## config.mk

```make
export PLATFORM = sky130hd
export DESIGN_NAME = qei_decoder
export DESIGN_NICKNAME = d
export VERILOG_FILES = /design/src/rtl/qei_pkg.sv /design/src/rtl/qei_filter.sv /design/src/rtl/qei_decoder.sv
export SDC_FILE = /design/constraint.sdc
export NUM_CORES = 1
export LEC_CHECK = 0
export ABC_CLOCK_PERIOD_IN_PS = 4250
export BUFFER_PORTS_ARGS = -buffer_cell sky130_fd_sc_hd__buf_2
export CAP_MARGIN = 20
export CORE_MARGIN = 10
export CORE_UTILIZATION = 30
export DETAILED_ROUTE_END_ITERATION = 7
export HOLD_SLACK_MARGIN = 0.05
export PLACE_DENSITY = 0.48
export SYNTH_ARGS = -nofsm -noshare
export SYNTH_HDL_FRONTEND = slang
export SYNTH_SLANG_ARGS = --single-unit
```

## constraint.sdc

```tcl
create_clock -name sys_clk -period 4.25 [get_ports sys_clk]
set_input_delay 0.2125 -clock sys_clk [delete_from_list [all_inputs] [get_ports sys_clk]]
set_output_delay 0.2125 -clock sys_clk [all_outputs]
set_load 0.01 [all_outputs]
```

## src/rtl/qei_pkg.sv

```systemverilog
// Shared definitions for the quadrature decoder: AB Gray states, error counter
// sizing and the (previous, current) AB transition classifier.
package qei_pkg;

  localparam int ERR_W = 8;
  localparam logic [ERR_W-1:0] ERR_MAX = '1;

  localparam logic [1:0] AB_00 = 2'b00;
  localparam logic [1:0] AB_01 = 2'b01;
  localparam logic [1:0] AB_11 = 2'b11;
  localparam logic [1:0] AB_10 = 2'b10;

  typedef enum logic [1:0] {
    DEC_NONE,
    DEC_UP,
    DEC_DOWN,
    DEC_ILLEGAL
  } dec_e;

  // Forward order is 00 -> 01 -> 11 -> 10 -> 00; any single-bit move that is
  // not the forward successor must be the reverse one.
  function automatic dec_e qei_decode(input logic [1:0] prev, input logic [1:0] cur);
    dec_e d;
    logic up;
    d  = DEC_NONE;
    up = 1'b0;
    case (prev)
      AB_00:   up = (cur == AB_01);
      AB_01:   up = (cur == AB_11);
      AB_11:   up = (cur == AB_10);
      default: up = (cur == AB_00);
    endcase
    if (prev == cur) begin
      d = DEC_NONE;
    end else if ((prev ^ cur) == 2'b11) begin
      d = DEC_ILLEGAL;
    end else begin
      d = up ? DEC_UP : DEC_DOWN;
    end
    return d;
  endfunction

endpackage

```

## src/rtl/qei_filter.sv

```systemverilog
// Per-line front end: flip-flop synchroniser followed by a run-length glitch
// filter that only accepts a new level after FILT_LEN consecutive samples.
module qei_filter #(
  parameter int SYNC_STAGES = 2,
  parameter int FILT_LEN    = 3
) (
  input  logic sys_clk,
  input  logic sys_rst,
  input  logic raw,
  output logic filt
);

  localparam int CW = (FILT_LEN < 2) ? 1 : $clog2(FILT_LEN);

  logic [SYNC_STAGES-1:0] r_sync;
  logic [CW-1:0]          r_cnt;
  logic                   r_filt;
  logic                   w_sample;

  assign w_sample = r_sync[SYNC_STAGES-1];

  always_ff @(posedge sys_clk) begin
    if (sys_rst) begin
      r_sync <= '0;
      r_cnt  <= '0;
      r_filt <= 1'b0;
    end else begin
      r_sync <= {r_sync[SYNC_STAGES-2:0], raw};
      // r_cnt holds how many differing samples preceded this one.
      if (w_sample == r_filt) begin
        r_cnt <= '0;
      end else if (r_cnt == CW'(FILT_LEN - 1)) begin
        r_filt <= ~r_filt;
        r_cnt  <= '0;
      end else begin
        r_cnt <= r_cnt + CW'(1);
      end
    end
  end

  assign filt = r_filt;

endmodule

```

## src/rtl/qei_decoder.sv

```systemverilog
// Quadrature encoder front end: filters A/B/I, decodes the Gray sequence into
// a signed position, captures position on an armed index edge, counts errors.
module qei_decoder
  import qei_pkg::*;
#(
  parameter int CNT_W       = 32,
  parameter int SYNC_STAGES = 2,
  parameter int FILT_LEN    = 3
) (
  input  logic             sys_clk,
  input  logic             sys_rst,
  input  logic             qei_a,
  input  logic             qei_b,
  input  logic             qei_i,
  input  logic             clear,
  input  logic             index_arm,
  output logic [CNT_W-1:0] count,
  output logic             dir,
  output logic             step,
  output logic [CNT_W-1:0] index_pos,
  output logic             index_valid,
  output logic             err,
  output logic [ERR_W-1:0] err_cnt
);

  logic [2:0]       w_raw;
  logic [2:0]       w_filt;
  logic [1:0]       w_ab;
  dec_e             w_dec;
  logic             w_i_rise;
  logic [CNT_W-1:0] w_count_next;

  logic [1:0]       r_prev_ab;
  logic             r_prev_i;
  logic [CNT_W-1:0] r_count;
  logic             r_dir;
  logic             r_step;
  logic             r_err;
  logic [ERR_W-1:0] r_err_cnt;
  logic             r_armed;
  logic [CNT_W-1:0] r_index_pos;
  logic             r_index_valid;

  assign w_raw = {qei_i, qei_b, qei_a};

  generate
    for (genvar gi = 0; gi < 3; gi++) begin : g_filt
      qei_filter #(
        .SYNC_STAGES(SYNC_STAGES),
        .FILT_LEN   (FILT_LEN)
      ) u_filt (
        .sys_clk(sys_clk),
        .sys_rst(sys_rst),
        .raw    (w_raw[gi]),
        .filt   (w_filt[gi])
      );
    end
  endgenerate

  assign w_ab     = {w_filt[0], w_filt[1]};
  assign w_dec    = qei_decode(r_prev_ab, w_ab);
  assign w_i_rise = w_filt[2] & ~r_prev_i;

  // clear overrides the step; the index capture sees this post-update value.
  always_comb begin
    w_count_next = r_count;
    if (w_dec == DEC_UP) begin
      w_count_next = r_count + CNT_W'(1);
    end else if (w_dec == DEC_DOWN) begin
      w_count_next = r_count - CNT_W'(1);
    end
    if (clear) begin
      w_count_next = '0;
    end
  end

  always_ff @(posedge sys_clk) begin
    if (sys_rst) begin
      r_prev_ab     <= AB_00;
      r_prev_i      <= 1'b0;
      r_count       <= '0;
      r_dir         <= 1'b0;
      r_step        <= 1'b0;
      r_err         <= 1'b0;
      r_err_cnt     <= '0;
      r_armed       <= 1'b0;
      r_index_pos   <= '0;
      r_index_valid <= 1'b0;
    end else begin
      r_prev_ab <= w_ab;
      r_prev_i  <= w_filt[2];
      r_count   <= w_count_next;
      r_step    <= (w_dec == DEC_UP) || (w_dec == DEC_DOWN);
      r_err     <= (w_dec == DEC_ILLEGAL);
      if (w_dec == DEC_UP) begin
        r_dir <= 1'b1;
      end else if (w_dec == DEC_DOWN) begin
        r_dir <= 1'b0;
      end
      if ((w_dec == DEC_ILLEGAL) && (r_err_cnt != ERR_MAX)) begin
        r_err_cnt <= r_err_cnt + ERR_W'(1);
      end
      // A same-cycle arm beats the index edge.
      if (index_arm) begin
        r_armed       <= 1'b1;
        r_index_valid <= 1'b0;
      end else if (r_armed && w_i_rise) begin
        r_index_pos   <= w_count_next;
        r_index_valid <= 1'b1;
        r_armed       <= 1'b0;
      end
    end
  end

  assign count       = r_count;
  assign dir         = r_dir;
  assign step        = r_step;
  assign err         = r_err;
  assign err_cnt     = r_err_cnt;
  assign index_pos   = r_index_pos;
  assign index_valid = r_index_valid;

endmodule

```

-- Word-level counts from Yosys, hierarchy flattened
Index checks and enable logic that the tools add are counted.
- add/sub/neg operators: 6
- eq/ne operators: 17
- multiplexer cells: 11
- bitwise operators: 10
- reductions and logical operators: 15
- operator list (operator ; number):
    2-to-1 mux 32 bit ; 3
    adder 32 x 1 -> 32 bit, second input constant ; 1
    subtractor 32 x 1 -> 32 bit, second input constant ; 1
    equality test 2 bit, second input constant ; 9
    OR reduction 3 bit ; 3
    adder 8 x 1 -> 8 bit, second input constant ; 1
    != test 8 bit, second input constant ; 1
    NOT 1 bit ; 8
    AND reduction 2 bit ; 4
    adder 2 x 1 -> 2 bit, second input constant ; 3
    equality test 2 x 1 -> 1 bit, second input constant ; 3
    2-to-1 mux 2 bit ; 3
    logical NOT 2 bit ; 2
    2-to-1 mux 1 bit ; 4
    nonzero test 2 bit ; 2
    equality test 1 bit ; 3
    one-hot mux 1 bit (3 select lines) ; 1
    equality test 2 bit ; 1
    logical AND 1 bit ; 2
    OR reduction 2 bit ; 1
    bitwise XOR 2 bit ; 1
    bitwise AND 1 bit ; 1
    logical OR 1 bit ; 1
- flip-flop bits (word level): 95
- input port bits: 7
- output and inout bits: 76

-- Longest topological paths before layout
Gate-level depths: netlist of the first run.
- word-level depth: 9
- gate-level depth with buffers: 14

-- By module
Synthesis of the first run repeated with hierarchy kept, for this count alone.
- cells, all modules: 529
- area, all modules: 4608.2 µm²
- by module, submodules not included (module ; instances ; cells each ; area an instance (µm²) ; sequential area each (µm²)):
    qei_decoder ; 1 ; 487 ; 4116.4 ; 1601.5
    qei_filter ; 3 ; 14 ; 163.9 ; 100.1

-- Worst setup path after synthesis of the first run
No wires, ideal clock.
- kind: flip-flop to flip-flop
- start point: register g_filt[1].u_filt.r_filt
- end point: register r_count[25] (netlist: count[25])
- library setup time: 59 ps
- data arrival time: 3049 ps
- slack: 1142 ps
- stages on the path, launching flop included: 14
- buffers on the path: 3
- clock period less this slack: 3108 ps
- cell sequence: dfxtp_1 -> clkbuf_1 -> nor2b_1 -> o21ai_0 -> o21a_1 -> inv_1 -> ha_1 -> or4_4 -> buf_6 -> nor4_4 -> a32oi_2 -> buf_6 -> or4_1 -> nand2_1
- cells in the longest elaborated chain, start to end: 9
- elaborated cells between the ends (all ways): 16
- RTL lines (what ; RTL line ; RTL):
    from (decl) ; qei_filter.sv:17 ; logic r_filt;
    from (signal assigned) ; qei_filter.sv:33 ; r_filt <= ~r_filt;
    equality test 2 bit (tied with other cells) ; qei_pkg.sv:30 ; AB_11: up = (cur == AB_10);
    one-hot mux 1 bit (3 select lines) ; qei_pkg.sv:27 ; case (prev)
    2-to-1 mux 2 bit ; qei_pkg.sv:38 ; d = up ? DEC_UP : DEC_DOWN;
    2-to-1 mux 2 bit ; qei_pkg.sv:35 ; end else if ((prev ^ cur) == 2'b11) begin
    2-to-1 mux 2 bit * ; qei_pkg.sv:33 ; if (prev == cur) begin
    equality test 2 bit ; qei_decoder.sv:69 ; end else if (w_dec == DEC_DOWN) begin
    2-to-1 mux 32 bit ; qei_decoder.sv:69 ;
    2-to-1 mux 32 bit * ; qei_decoder.sv:67 ; if (w_dec == DEC_UP) begin
    2-to-1 mux 32 bit * ; qei_decoder.sv:72 ; if (clear) begin
    to (signal assigned) ; qei_decoder.sv:92 ; r_count <= w_count_next;
    to (decl) ; qei_decoder.sv:35 ; logic [CNT_W-1:0] r_count;
Mark *: on every way between the ends. The rest lies on a longest branch, timed or not.
A chain may end at the register's enable or synchronous reset.

-- Worst setup path after layout of the first run
- start point: register g_filt[1].u_filt.r_filt
- end point: register r_index_pos[25] (netlist: index_pos[25])
- cells in the longest elaborated chain, start to end: 9
- elaborated cells between the ends (all ways): 16
- RTL lines (what ; RTL line ; RTL):
    equality test 2 bit (tied with other cells) ; qei_pkg.sv:30 ;
    one-hot mux 1 bit (3 select lines) ; qei_pkg.sv:27 ;
    2-to-1 mux 2 bit ; qei_pkg.sv:38 ;
    2-to-1 mux 2 bit ; qei_pkg.sv:35 ;
    2-to-1 mux 2 bit * ; qei_pkg.sv:33 ;
    equality test 2 bit ; qei_decoder.sv:69 ;
    2-to-1 mux 32 bit ; qei_decoder.sv:69 ;
    2-to-1 mux 32 bit * ; qei_decoder.sv:67 ;
    2-to-1 mux 32 bit * ; qei_decoder.sv:72 ;
    to (signal assigned) ; qei_decoder.sv:108 ; r_index_pos <= w_count_next;
    to (decl) ; qei_decoder.sv:41 ; logic [CNT_W-1:0] r_index_pos;
Marks and branches as above.

==> results of run 1 <==
layout make-up:
cell class              instances  area share
well taps                     184      0.0428
repair buffers                 88      0.0854
inverters                      12     0.00838
multi-input cells             385       0.453
clock buffers                  10      0.0444
clock inverters                 6      0.0128
flip-flops and latches         95       0.354
critical path: cells and delay by family, from the launching register on:
family                     cells  cell delay, ns
DFF                            1            0.38
AOI/OAI and AO/OA              3            0.55
buffers and inverters          1            0.07
adders and majority gates      1            0.20
and+or+nand+nor                5            2.01
logic make-up after synthesis:
kind of cell | after synthesis | share of synthesized area
xor+xnor | 28 | 0.0539
mux | 5 | 0.0110
buf+inv | 50 | 0.0468
compound gates | 89 | 0.141
fa+ha+maj | 8 | 0.0220
simple gates | 255 | 0.306
flops | 95 | 0.418
registers in the layout, indices dropped and copies added (netlist names):
register and flops:
count 32, index_pos 32, err_cnt 8, g_filt.u_filt.r_cnt 6, g_filt.u_filt.r_sync 6, g_filt.u_filt.filt 3, r_prev_ab 2, dir 1
err 1, index_valid 1, r_armed 1, r_prev_i 1, step 1
through the flow:
step            util  area, um2  total power, mW  cells  setup WS (ns)
6_report       0.366       5380             1.76    780          0.985
5_1_grt        0.366       5380             1.82    780          0.691
4_1_cts        0.365       5370             1.79    779          0.989
3_5_place_dp   0.344       5060            0.950    763           1.01
3_3_place_gp   0.344       5060            0.949    763           1.12
2_1_floorplan      -       4550            0.938    530           1.14
routing by layer:
metal | wire length [um] | part of all wire | up-vias
li1 | - | - | 2052
met1 | 5870 | 0.43 | 1934
met2 | 6700 | 0.49 | 95
met3 | 939 | 0.069 | 12
met4 | 175 | 0.013 | 0
met5 | 0 | 0 | -
power breakdown:
part | switching [mW] | internal [mW] | leakage, nW
combinational | 0.0222 | 0.00919 | 1.29
clock | 0.356 | 0.475 | 0.149
sequential | 0.00259 | 0.894 | 0.767
total | 0.381 | 1.38 | 2.21
placed cells by master (no fill, tap or decap), types with 4 or more instances in the layout:
| cell type | instances |
|---|---|
| sky130_fd_sc_hd__a31oi_1 | 6 |
| sky130_fd_sc_hd__a32oi_1 | 11 |
| sky130_fd_sc_hd__a22o_1 | 11 |
| sky130_fd_sc_hd__mux2i_1 | 5 |
| sky130_fd_sc_hd__nand2_1 | 33 |
| sky130_fd_sc_hd__o31ai_1 | 5 |
| sky130_fd_sc_hd__and4_1 | 5 |
| sky130_fd_sc_hd__buf_2 | 82 |
| sky130_fd_sc_hd__inv_1 | 12 |
| sky130_fd_sc_hd__buf_4 | 5 |
| sky130_fd_sc_hd__xnor2_1 | 22 |
| sky130_fd_sc_hd__ha_1 | 8 |
| sky130_fd_sc_hd__nor4_1 | 13 |
| sky130_fd_sc_hd__dfxtp_1 | 95 |
| sky130_fd_sc_hd__o211ai_1 | 6 |
| sky130_fd_sc_hd__or3_1 | 19 |
| sky130_fd_sc_hd__and2_1 | 12 |
| sky130_fd_sc_hd__nor3_1 | 29 |
| sky130_fd_sc_hd__nand4_1 | 12 |
| sky130_fd_sc_hd__nor2b_1 | 12 |
| sky130_fd_sc_hd__nand3b_1 | 4 |
| sky130_fd_sc_hd__or4_1 | 12 |
| sky130_fd_sc_hd__and3_1 | 11 |
| sky130_fd_sc_hd__a21oi_1 | 13 |
| sky130_fd_sc_hd__xor2_1 | 6 |
| sky130_fd_sc_hd__clkbuf_16 | 9 |
| sky130_fd_sc_hd__nor2_1 | 52 |
| sky130_fd_sc_hd__nand3_1 | 26 |
| sky130_fd_sc_hd__o21ai_0 | 14 |
how the worst max path moves through the flow:
stage | startpoint | end | slack [ns] | cells after the start
3_3_place_gp | g_filt[1].u_filt.filt$_SDFFE_PP0P_ | index_pos[21]$_SDFFE_PP0P_ | 1.12 | 10
6_report | g_filt[1].u_filt.filt$_SDFFE_PP0P_ | index_pos[25]$_SDFFE_PP0P_ | 0.99 | 10
5_1_grt | g_filt[1].u_filt.filt$_SDFFE_PP0P_ | count[21]$_SDFF_PP0_ | 0.69 | 10
4_1_cts | g_filt[1].u_filt.filt$_SDFFE_PP0P_ | index_pos[25]$_SDFFE_PP0P_ | 0.99 | 10
3_5_place_dp | g_filt[1].u_filt.filt$_SDFFE_PP0P_ | index_pos[25]$_SDFFE_PP0P_ | 1.01 | 10
2_1_floorplan | g_filt[1].u_filt.filt$_SDFFE_PP0P_ | count[25]$_SDFF_PP0_ | 1.14 | 13
==> insert_results.sql, run 1 <==
INSERT INTO impl_metrics (metric_group, metric, value, unit) VALUES
('logic_synthesis', 'post_synth_most_frequent_cells', 'sky130_fd_sc_hd__dfxtp_1, sky130_fd_sc_hd__nor2_1, sky130_fd_sc_hd__nand2_1, sky130_fd_sc_hd__clkbuf_1, sky130_fd_sc_hd__nor3_1', ''),
('clock_tree', 'clock_tree.root_cell', 'sky130_fd_sc_hd__clkbuf_16', ''),
('timing', 'finalSetupViolations', '0', ''),
('hold_path', 'timing.hold.worst_path_depth', '2', ''),
('grt', 'grt_util_met2', '0.229', ''),
('clock_tree', 'clk_latency', '0.35', 'ns'),
('clock_tree', 'cts_max_path_buffers', '2', ''),
('layout', 'final_antenna_diode_count', '0', ''),
('grt', 'grt_use_met3', '0.0451', ''),
('grt', 'antenna_found_initial', '0', ''),
('timing', 'max_freq', '306', 'MHz'),
('clock_tree', 'holdBufCountCts', '0', ''),
('logic_synthesis', 'yosys_most_used_dff', 'sky130_fd_sc_hd__dfxtp_1', ''),
('detailed_routing', 'dr.first_iter.drc_count', '201', ''),
('floorplanning', 'die_height', '143', 'um'),
('floorplanning', 'fp-row-count', '44', ''),
('timing', 'tightest_slew', '0.814', 'ns'),
('placed_design', 'finalWeightedCongestion', '0.853', ''),
('clock_tree', 'number_of_clock_sinks', '95', ''),
('setup_path', 'ff2ff_setup_slack', '0.99', 'ns'),
('timing', 'fin_setup_tns', '0', 'ns'),
('detailed_routing', 'antenna_left', '0', ''),
('layout', 'multiInputGateArea', '2430', 'um2'),
('floorplanning', 'boundaryPins', '83', ''),
('setup_path', 'critPathKind', 'reg -> reg', ''),
('logic_synthesis', 'synthesis.instances', '530', ''),
('timing', 'final-hold-violation-count', '0', ''),
('clock_tree', 'numCtsBuffers', '9', ''),
('layout', 'final_layout_size_suffix_gt1_frac', '0.195', ''),
('outcome', 'outcome', 'finished clean', ''),
('clock_tree', 'cts_setup_buffers', '0', ''),
('power_and_ir_drop', 'irDropWorstVdd', '0.302', 'mV'),
('timing', 'timing.final.crit_period', '3.26', 'ns'),
('clock_tree', 'cts_htree_levels', '3', ''),
('grt', 'grt_max_degree', '45', ''),
('layout', 'sequential_cell_area', '1900', 'um2'),
('clock_tree', 'cts.clk_slew.worst_paths', '0.07', 'ns'),
('grt', 'groute.layer.met1.usage', '0.148', ''),
('grt', 'grt.busiest_layer', 'met2', ''),
('logic_synthesis', 'ys_async_sr_fraction', '0', ''),
('setup_path', 'maximum_fanout_encountered_on_the_critical_timing_path', '13', ''),
('logic_synthesis', 'yosys-top-cells-area', 'sky130_fd_sc_hd__dfxtp_1, sky130_fd_sc_hd__nor2_1, sky130_fd_sc_hd__xnor2_1', ''),
('logic_synthesis', 'yosys_warn_count', '0', ''),
('logic_synthesis', 'netlist_area', '4550', 'um2'),
('floorplanning', 'core_area', '14700', 'um2'),
('grt', 'grt_remaining_overflow', '0', ''),
('grt', 'wire_length_of_the_first_global_routing_pass', '21300', 'um'),
('timing', 'fin_worst_hold_slack', '0.0624', 'ns'),
('layout', 'final.fill_count', '1490', ''),
('detailed_routing', 'vias', '4093', ''),
('hold_path', 'timing.hold.worst.start', 'qei_a', ''),
('grt', 'first_global_vias', '4032', ''),
('timing', 'drv_slew', '0', ''),
('layout', 'finalNetCount', '606', ''),
('hold_path', 'hold_path_end', 'g_filt[0].u_filt.r_sync[0]$_SDFF_PP0_', ''),
('timing', 'fin_skew', '0.00654', 'ns'),
('logic_synthesis', 'synth.net_count', '545', ''),
('clock_tree', 'clock_tree_from_tritoncts', 'yes', ''),
('setup_path', 'critical_path.cell_chain', 'nor2b_1 -> a21oi_1 -> o21ai_0 -> inv_1 -> ha_1 -> or4_4 -> nor4_4 -> a32oi_2 -> or4_1 -> nand3_1', ''),
('layout', 'area.growth.synth_to_final', '18.3', '%'),
('setup_path', 'crit_arrival', '3.56', 'ns'),
('setup_path', 'worstReg2RegStart', 'g_filt[1].u_filt.filt$_SDFFE_PP0P_', ''),
('logic_synthesis', 'yosys_register_bits', '95', ''),
('setup_path', 'slowest_stage', 'sky130_fd_sc_hd__or4_4', ''),
('detailed_routing', 'detail_route.wirelength', '13700', 'um'),
('power_and_ir_drop', 'power_density', '327', 'nW/um2'),
('clock_tree', 'cts-resized-gates', '0', ''),
('logic_synthesis', 'yosys.cell_count.top_type', 'sky130_fd_sc_hd__dfxtp_1', ''),
('flow_run', 'timing.max_cap.violations', '0', ''),
('logic_synthesis', 'netlist.top_cell.by_area', 'sky130_fd_sc_hd__dfxtp_1', ''),
('placed_design', 'place.detailed.hpwl', '10200', 'um');
No activity file was read; power rests on OpenSTA's default activity.
==> run 2: changes to the inputs <==
--- a/config.mk
+++ b/config.mk
@@ -5,14 +5,14 @@
 export SDC_FILE = /design/constraint.sdc
 export NUM_CORES = 1
 export LEC_CHECK = 0
-export ABC_CLOCK_PERIOD_IN_PS = 4250
+export ABC_CLOCK_PERIOD_IN_PS = 2900
 export BUFFER_PORTS_ARGS = -buffer_cell sky130_fd_sc_hd__buf_2
 export CAP_MARGIN = 20
 export CORE_MARGIN = 10
 export CORE_UTILIZATION = 30
 export DETAILED_ROUTE_END_ITERATION = 7
 export HOLD_SLACK_MARGIN = 0.05
-export PLACE_DENSITY = 0.48
+export PLACE_DENSITY = 0.5
 export SYNTH_ARGS = -nofsm -noshare
 export SYNTH_HDL_FRONTEND = slang
 export SYNTH_SLANG_ARGS = --single-unit
==> constraint.sdc (replaced) <==
create_clock -name sys_clk -period 2.9 [get_ports sys_clk]
set_input_delay 0.145 -clock sys_clk [delete_from_list [all_inputs] [get_ports sys_clk]]
set_output_delay 0.145 -clock sys_clk [all_outputs]
set_load 0.01 [all_outputs]
==> run 2 against run 1 <==
Net effect:
- combinational power up 66%
- clock power up 67%
- maximum frequency grew 16%
- die area unchanged
- first-iteration DRC count up 1.5%
- design area increased by 5.4%
- register-to-register slack got worse by 0.89 ns
- critical path depth up 1
- sequential share of layout area shrank 1.7 points
- hold slack gained 0.039 ns
==> insert_results.sql, run 2 (synthesis gave the netlist of run 1 again) <==
INSERT INTO impl_metrics (metric_group, metric, value, unit) VALUES
('outcome', 'outcome', 'finished clean', ''),
('hold_path', 'hold_path_end', 'index_pos[1]$_SDFFE_PP0P_', ''),
('timing', 'fin_setup_tns', '0', 'ns'),
('timing', 'timing.slew.headroom', '0.474', ''),
('placed_design', 'placement.setup.worst_slack', '-0.0269', 'ns'),
('timing', 'max_freq', '356', 'MHz'),
('timing', 'fin_worst_hold_slack', '0.102', 'ns'),
('setup_path', 'worstReg2RegStart', 'g_filt[1].u_filt.filt$_SDFFE_PP0P_', ''),
('placed_design', 'finalWeightedCongestion', '0.858', ''),
('timing', 'finalWorstSetupSlack', '0.0911', 'ns'),
('power_and_ir_drop', 'irDropWorstVdd', '0.355', 'mV'),
('detailed_routing', 'antenna_left', '0', ''),
('setup_path', 'crit_path_start', 'g_filt[1].u_filt.filt$_SDFFE_PP0P_', ''),
('detailed_routing', 'vias', '4308', ''),
('detailed_routing', 'drc', '0', ''),
('clock_tree', 'cts_max_path_buffers', '2', ''),
('setup_path', 'cp_num_buf_inv', '2', ''),
('clock_tree', 'numCtsBuffers', '9', ''),
('setup_path', 'maximum_fanout_encountered_on_the_critical_timing_path', '6', ''),
('layout', 'final_antenna_diode_count', '0', ''),
('hold_path', 'timing.hold.worst.start', 'sys_rst', ''),
('setup_path', 'critical_path.top_delay_family', 'simple AND/OR/NAND/NOR gates', ''),
('detailed_routing', 'drt-wirelength-per-cell', '17.5', 'um'),
('layout', 'final.fill_count', '1518', ''),
('clock_tree', 'number_of_clock_sinks', '95', ''),
('setup_path', 'crit_arrival', '3.06', 'ns'),
('placed_design', 'placement.io_buffers', '82', ''),
('setup_path', 'ff2ff_setup_slack', '0.09', 'ns'),
('grt', 'first_global_vias', '4173', ''),
('setup_path', 'setup.worst_path.end_class', 'flop', ''),
('timing', 'final-hold-violation-count', '0', ''),
('placed_design', 'place.detailed.hpwl', '10200', 'um'),
('detailed_routing', 'avgViaCountPerCell', '5.39', ''),
('setup_path', 'critPathKind', 'reg -> reg', ''),
('layout', 'area.growth.synth_to_final', '24.7', '%'),
('layout', 'sequential_cell_area', '1910', 'um2'),
('floorplanning', 'boundaryPins', '83', ''),
('power_and_ir_drop', 'power_frac_seq', '0.477', ''),
('setup_path', 'cp-start-kind', 'flop', ''),
('clock_tree', 'clock_tree.root_cell', 'sky130_fd_sc_hd__clkbuf_16', ''),
('clock_tree', 'cts_htree_levels', '3', ''),
('floorplanning', 'fp.dieArea', '20500', 'um2'),
('floorplanning', 'fp-row-count', '44', ''),
('grt', 'grt_max_degree', '36', ''),
('grt', 'grt_remaining_overflow', '0', ''),
('detailed_routing', 'detail_route.wirelength', '14000', 'um'),
('setup_path', 'required', '3.15', 'ns'),
('timing', 'timing.final.crit_period', '2.81', 'ns'),
('timing', 'drv_slew', '0', ''),
('power_and_ir_drop', 'p_sw_frac', '0.196', ''),
('setup_path', 'timing.reg2reg.worst_path_depth', '11', ''),
('floorplanning', 'floorplan.initialDensity', '0.309', ''),
('timing', 'tightest_slew', '0.788', 'ns'),
('detailed_routing', 'first_pass_iters', '5', ''),
('layout', 'finalNetCount', '626', ''),
('timing', 'grt_setup_unrepaired', 'yes', ''),
('clock_tree', 'clock_tree_from_tritoncts', 'yes', ''),
('power_and_ir_drop', 'p_leak', '2.35', 'nW'),
('power_and_ir_drop', 'internal_power', '2.22', 'mW'),
('grt', 'wire_length_of_the_first_global_routing_pass', '21900', 'um'),
('floorplanning', 'core_area', '14700', 'um2'),
('setup_path', 'slowest_stage', 'sky130_fd_sc_hd__or4_4', ''),
('timing', 'final_min_period_over_clock_period', '0.969', ''),
('setup_path', 'critPathMaxStageDelay', '0.56', 'ns'),
('flow_run', 'timing.max_cap.violations', '0', ''),
('timing', 'fin_skew', '0.00787', 'ns'),
('floorplanning', 'fp.dieW', '143', 'um'),
('clock_tree', 'cts.clk_slew.worst_paths', '0.07', 'ns'),
('hold_path', 'timing.hold.worst.class', 'in -> reg', ''),
('layout', 'layout_common_cells', 'sky130_fd_sc_hd__dfxtp_1, sky130_fd_sc_hd__buf_2, sky130_fd_sc_hd__nor2_1, sky130_fd_sc_hd__nand2_1, sky130_fd_sc_hd__nor3_1', ''),
('power_and_ir_drop', 'power_frac_comb', '0.019', ''),
('setup_path', 'timing.rr.end', 'index_pos[11]$_SDFFE_PP0P_', ''),
('layout', 'mostFrequentLayoutCell', 'sky130_fd_sc_hd__dfxtp_1', ''),
('clock_tree', 'clk_latency', '0.35', 'ns'),
('grt', 'antenna_found_initial', '0', ''),
('power_and_ir_drop', 'net_switching_power', '0.539', 'mW'),
('power_and_ir_drop', 'power.clock.fraction', '0.505', ''),
('layout', 'final_layout_size_suffix_gt1_frac', '0.239', ''),
('hold_path', 'timing.hold.worst_path_depth', '2', ''),
('layout', 'multiInputGateArea', '2510', 'um2'),
('setup_path', 'critical_path.cell_chain', 'nor2b_1 -> o21ai_1 -> o21a_1 -> inv_1 -> ha_2 -> or4_4 -> buf_4 -> or3_4 -> o32ai_2 -> xor2_1 -> a22o_1', ''),
('detailed_routing', 'dr.first_iter.drc_count', '204', ''),
('power_and_ir_drop', 'power_density', '486', 'nW/um2'),
('grt', 'grt_util_all_layers', '0.134', ''),
('floorplanning', 'die_height', '143', 'um'),
('timing', 'finalSetupViolations', '0', '');
==> run 2: worst register-to-register path, cell delays in order, from the launching register on <==
cell	delay, ns
sky130_fd_sc_hd__dfxtp_4	0.37
sky130_fd_sc_hd__nor2b_1	0.13
sky130_fd_sc_hd__o21ai_1	0.13
sky130_fd_sc_hd__o21a_1	0.16
sky130_fd_sc_hd__inv_1	0.05
sky130_fd_sc_hd__ha_2	0.17
sky130_fd_sc_hd__or4_4	0.56
sky130_fd_sc_hd__buf_4	0.19
sky130_fd_sc_hd__or3_4	0.40
sky130_fd_sc_hd__o32ai_2	0.22
sky130_fd_sc_hd__xor2_1	0.11
sky130_fd_sc_hd__a22o_1	0.20
==> run 2: metal layers <==
metal	routed length, um	GRT usage
met1	5910	0.153
met2	6870	0.227
met3	996	0.0481
met4	197	0.0461
met5	0	0
==> run 2: worst max path at each step <==
| stage | to | slack, ns | cells after the start |
|---|---|---|---|
| floorplan | count[25]$_SDFF_PP0_ | 0.003 | 13 |
| global placement | index_pos[11]$_SDFFE_PP0P_ | 0.07 | 10 |
| detailed placement | count[25]$_SDFF_PP0_ | -0.03 | 10 |
| CTS | count[25]$_SDFF_PP0_ | 0.04 | 10 |
| global route | count[27]$_SDFF_PP0_ | -0.05 | 11 |
| finish | index_pos[11]$_SDFFE_PP0P_ | 0.09 | 11 |
==> run 2: final cells by class <==
class                   instances  share of cell area
multi-input cells             385               0.443
inverters                      12             0.00795
clock buffers                  11              0.0446
flip-flops and latches         95               0.337
clock inverters                 5              0.0183
repair buffers                108               0.109
well taps                     184              0.0406
==> run 2: power by group through the flow <==
stage	sequential (mW)	combinational, mW	clock (mW)
3_3_place_gp	1.34	0.0480	0
5_1_grt	1.31	0.0588	1.48
6_report	1.31	0.0522	1.39
3_5_place_dp	1.34	0.0492	0
2_1_floorplan	1.34	0.0313	0
4_1_cts	1.31	0.0536	1.43
==> run 2: metrics by stage <==
step,instances,power (mW),area [um2],utilization
after floorplan,530,1.37,4550,-
after global placement,773,1.39,5140,0.349
after detailed placement,773,1.39,5140,0.349
after CTS,793,2.80,5530,0.376
after global routing,800,2.85,5670,0.386
final,800,2.76,5670,0.386
==> run 2: what timing repair did <==
action	CTS	global route
setup endpoints to repair	8	28
setup buffers	0	7
pin swaps	0	10
gates resized for setup	1	21
hold endpoints to repair	5	0
hold buffers	4	0
==> run 3: changes to the inputs <==
--- a/config.mk
+++ b/config.mk
@@ -12,6 +12,7 @@
 export CORE_UTILIZATION = 30
 export DETAILED_ROUTE_END_ITERATION = 7
 export HOLD_SLACK_MARGIN = 0.05
+export MAX_ROUTING_LAYER = met4
 export PLACE_DENSITY = 0.5
 export SYNTH_ARGS = -nofsm -noshare
 export SYNTH_HDL_FRONTEND = slang
==> run 3 against run 2 <==
Net effect:
- clock-buffer cell count fell by 2
- wire length down 0.83%
- design area shrank 2.4%
- non-clock buffer count down 4
- sequential cell count unchanged
- final cell count decreased by 0.50%
- critical path depth stayed put
- hold slack worse by 0.0045 ns
- power shrank 7.4%
- core utilization down 0.92 points
- global-route usage up 0.28 points
- worst setup slack improved by 0.038 ns
- largest power group is now sequential cells
- highest routed layer unchanged
==> insert_results.sql, run 3 (synthesis gave the netlist of run 1 again) <==
INSERT INTO impl_metrics (metric_group, metric, value, unit) VALUES
('layout', 'final.fill_count', '1530', ''),
('power_and_ir_drop', 'power_density', '461', 'nW/um2'),
('timing', 'timing.final.crit_period', '2.77', 'ns'),
('timing', 'drv_slew', '0', ''),
('grt', 'grt_remaining_overflow', '0', ''),
('setup_path', 'maximum_fanout_encountered_on_the_critical_timing_path', '13', ''),
('setup_path', 'cp-start-kind', 'flop', ''),
('grt', 'wire_length_of_the_first_global_routing_pass', '21700', 'um'),
('floorplanning', 'boundaryPins', '83', ''),
('floorplanning', 'fp-row-count', '44', ''),
('detailed_routing', 'avgViaCountPerCell', '5.32', ''),
('layout', 'final-instance-count-excl-fill', '796', ''),
('setup_path', 'setup.worst_path.end_class', 'flop', ''),
('floorplanning', 'fp.dieArea', '20500', 'um2'),
('layout', 'layout_common_cells', 'sky130_fd_sc_hd__dfxtp_1, sky130_fd_sc_hd__buf_2, sky130_fd_sc_hd__nor2_1, sky130_fd_sc_hd__nand2_1, sky130_fd_sc_hd__nor3_1', ''),
('clock_tree', 'clock_tree_from_tritoncts', 'yes', ''),
('detailed_routing', 'drt-wirelength-per-cell', '17.4', 'um'),
('detailed_routing', 'antenna_left', '0', ''),
('layout', 'finalNetCount', '622', ''),
('clock_tree', 'numCtsBuffers', '9', ''),
('grt', 'groute.layer.met1.usage', '0.155', ''),
('outcome', 'outcome', 'finished clean', ''),
('clock_tree', 'clock_tree.root_cell', 'sky130_fd_sc_hd__clkbuf_16', ''),
('detailed_routing', 'vias', '4238', ''),
('timing', 'finalSetupViolations', '0', ''),
('power_and_ir_drop', 'irDropWorstVdd', '0.392', 'mV'),
('grt', 'first_global_vias', '4128', ''),
('hold_path', 'timing.hold.worst.class', 'in -> reg', ''),
('grt', 'grt_util_all_layers', '0.137', ''),
('setup_path', 'slowest_stage', 'sky130_fd_sc_hd__or4_1', ''),
('grt', 'grt_max_degree', '36', ''),
('setup_path', 'critical_path.cell_chain', 'nor2b_4 -> a21oi_1 -> o21ai_1 -> inv_1 -> ha_2 -> or4_4 -> nor4_4 -> buf_4 -> a32oi_4 -> or4_1 -> nand2_1', ''),
('timing', 'fin_skew', '0.00776', 'ns'),
('layout', 'area.growth.synth_to_final', '21.7', '%'),
('setup_path', 'cp_num_buf_inv', '2', ''),
('setup_path', 'critPathKind', 'reg -> reg', ''),
('timing', 'final_min_period_over_clock_period', '0.956', ''),
('setup_path', 'critPathMaxStageDelay', '0.52', 'ns'),
('placed_design', 'place.detailed.instances', '775', ''),
('grt', 'grt_util_met2', '0.218', ''),
('setup_path', 'crit_arrival', '3.06', 'ns'),
('floorplanning', 'core_area', '14700', 'um2'),
('detailed_routing', 'drc', '0', ''),
('detailed_routing', 'dr.first_iter.drc_count', '257', ''),
('floorplanning', 'floorplan.initialDensity', '0.309', ''),
('placed_design', 'place.detailed.hpwl', '10300', 'um'),
('power_and_ir_drop', 'p_sw_frac', '0.217', ''),
('detailed_routing', 'detail_route.wirelength', '13900', 'um'),
('placed_design', 'placement.io_buffers', '82', ''),
('detailed_routing', 'first_pass_iters', '4', ''),
('placed_design', 'finalWeightedCongestion', '0.889', ''),
('power_and_ir_drop', 'power.clock.fraction', '0.465', ''),
('power_and_ir_drop', 'p_leak', '2.29', 'nW'),
('setup_path', 'critical_path.top_delay_family', 'simple AND/OR/NAND/NOR gates', ''),
('floorplanning', 'die_height', '143', 'um'),
('layout', 'final_layout_size_suffix_gt1_frac', '0.217', ''),
('clock_tree', 'cts.clk_slew.worst_paths', '0.07', 'ns'),
('power_and_ir_drop', 'internal_power', '2.00', 'mW'),
('timing', 'timing.slew.headroom', '0.487', ''),
('power_and_ir_drop', 'power_frac_comb', '0.020', ''),
('layout', 'final_antenna_diode_count', '0', ''),
('clock_tree', 'cts_max_path_buffers', '2', ''),
('flow_run', 'timing.max_cap.violations', '0', ''),
('power_and_ir_drop', 'net_switching_power', '0.555', 'mW'),
('power_and_ir_drop', 'power_frac_seq', '0.514', ''),
('setup_path', 'required', '3.19', 'ns'),
('grt', 'grt.busiest_layer', 'met2', ''),
('timing', 'max_freq', '361', 'MHz'),
('grt', 'grt_use_met3', '0.0421', ''),
('layout', 'mostFrequentLayoutCell', 'sky130_fd_sc_hd__dfxtp_1', ''),
('timing', 'final-hold-violation-count', '0', ''),
('clock_tree', 'cts_htree_levels', '3', ''),
('clock_tree', 'clk_latency', '0.35', 'ns'),
('clock_tree', 'number_of_clock_sinks', '95', ''),
('grt', 'antenna_found_initial', '0', ''),
('layout', 'layout.core_utilization', '0.376', ''),
('timing', 'tightest_slew', '0.770', 'ns'),
('floorplanning', 'fp.dieW', '143', 'um');
## run 3: changes by cell type in the layout (fill, tap and decap cells not counted), moves of 2 or more
cell	previous run	this run
sky130_fd_sc_hd__nor2_2	2	0
sky130_fd_sc_hd__clkinv_2	1	3
sky130_fd_sc_hd__buf_4	22	17
sky130_fd_sc_hd__dfxtp_2	2	0
sky130_fd_sc_hd__clkbuf_8	2	0
sky130_fd_sc_hd__bufinv_16	3	1
sky130_fd_sc_hd__a22oi_2	2	0
sky130_fd_sc_hd__a22oi_1	1	3
sky130_fd_sc_hd__dfxtp_1	92	94
sky130_fd_sc_hd__nor2_1	51	53
sky130_fd_sc_hd__inv_6	0	2
## run 3: stage by stage
| stage | hold WS [ns] | setup slack (ns) | setup TNS (ns) | instance area, um2 | power [mW] |
|---|---|---|---|---|---|
| 6_report | 0.0971 | 0.129 | 0 | 5530 | 2.55 |
| 2_1_floorplan | 0.224 | 0.00259 | 0 | 4550 | 1.37 |
| 5_1_grt | 0.106 | -0.00210 | -0.00210 | 5530 | 2.65 |
| 3_3_place_gp | 0.356 | 0.0734 | 0 | 5150 | 1.39 |
| 3_5_place_dp | 0.359 | -0.0647 | -0.130 | 5150 | 1.39 |
| 4_1_cts | 0.0834 | 0.0299 | 0 | 5490 | 2.60 |
## run 3: worst paths after layout
| kind | from | endpoint | slack (ns) | depth (start not counted) |
|---|---|---|---|---|
| max reg2reg | r_prev_ab[0]$_SDFF_PP0_ | count[25]$_SDFF_PP0_ | 0.13 | 11 |
| max | r_prev_ab[0]$_SDFF_PP0_ | count[25]$_SDFF_PP0_ | 0.13 | 11 |
| min reg2reg | g_filt[0].u_filt.r_cnt[0]$_SDFF_PP0_ | g_filt[0].u_filt.r_cnt[0]$_SDFF_PP0_ | 0.41 | 1 |
| min | sys_rst | index_pos[2]$_SDFFE_PP0P_ | 0.1 | 2 |
## run 3: repair_timing
action | CTS | global route
resized for setup | 1 | 7
pin swaps | 0 | 2
hold buffers | 4 | 0
buffers inserted | 0 | 1
endpoints found under the hold margin | 5 | 0
setup endpoints to repair | 10 | 22
## run 3: cell type report
| type | instances | area (um2) | share of cell area |
|---|---|---|---|
| multi-input cells | 385 | 2470 | 0.446 |
| well taps | 184 | 230 | 0.0416 |
| inverters | 12 | 45.0 | 0.00814 |
| repair buffers | 104 | 589 | 0.106 |
| flip-flops and latches | 95 | 1910 | 0.344 |
| clock inverters | 7 | 71.3 | 0.0129 |
| clock buffers | 9 | 225 | 0.0407 |
## run 3: power by group through the flow
| stage | Sequential [mW] | Clock (mW) | Combinational [mW] |
|---|---|---|---|
| after global placement | 1.34 | 0 | 0.0480 |
| after global routing | 1.31 | 1.28 | 0.0579 |
| after CTS | 1.31 | 1.23 | 0.0537 |
| after detailed placement | 1.34 | 0 | 0.0495 |
| final | 1.31 | 1.19 | 0.0519 |
| after floorplan | 1.34 | 0 | 0.0313 |
## run 3: layer usage
metal / vias up / wire length (um)
met1: 2003 / 5940
met2: 123 / 6720
met4: 0 / 329
met5: - / 0
met3: 21 / 872
li1: 2091 / -
## run 3: worst reg2reg max path: stages, from the launching register on
cell and delay (ns):
sky130_fd_sc_hd__dfxtp_1 0.39, sky130_fd_sc_hd__nor2b_4 0.20, sky130_fd_sc_hd__a21oi_1 0.05, sky130_fd_sc_hd__o21ai_1 0.16, sky130_fd_sc_hd__inv_1 0.06, sky130_fd_sc_hd__ha_2 0.18
sky130_fd_sc_hd__or4_4 0.51, sky130_fd_sc_hd__nor4_4 0.30, sky130_fd_sc_hd__buf_4 0.16, sky130_fd_sc_hd__a32oi_4 0.10, sky130_fd_sc_hd__or4_1 0.52, sky130_fd_sc_hd__nand2_1 0.08
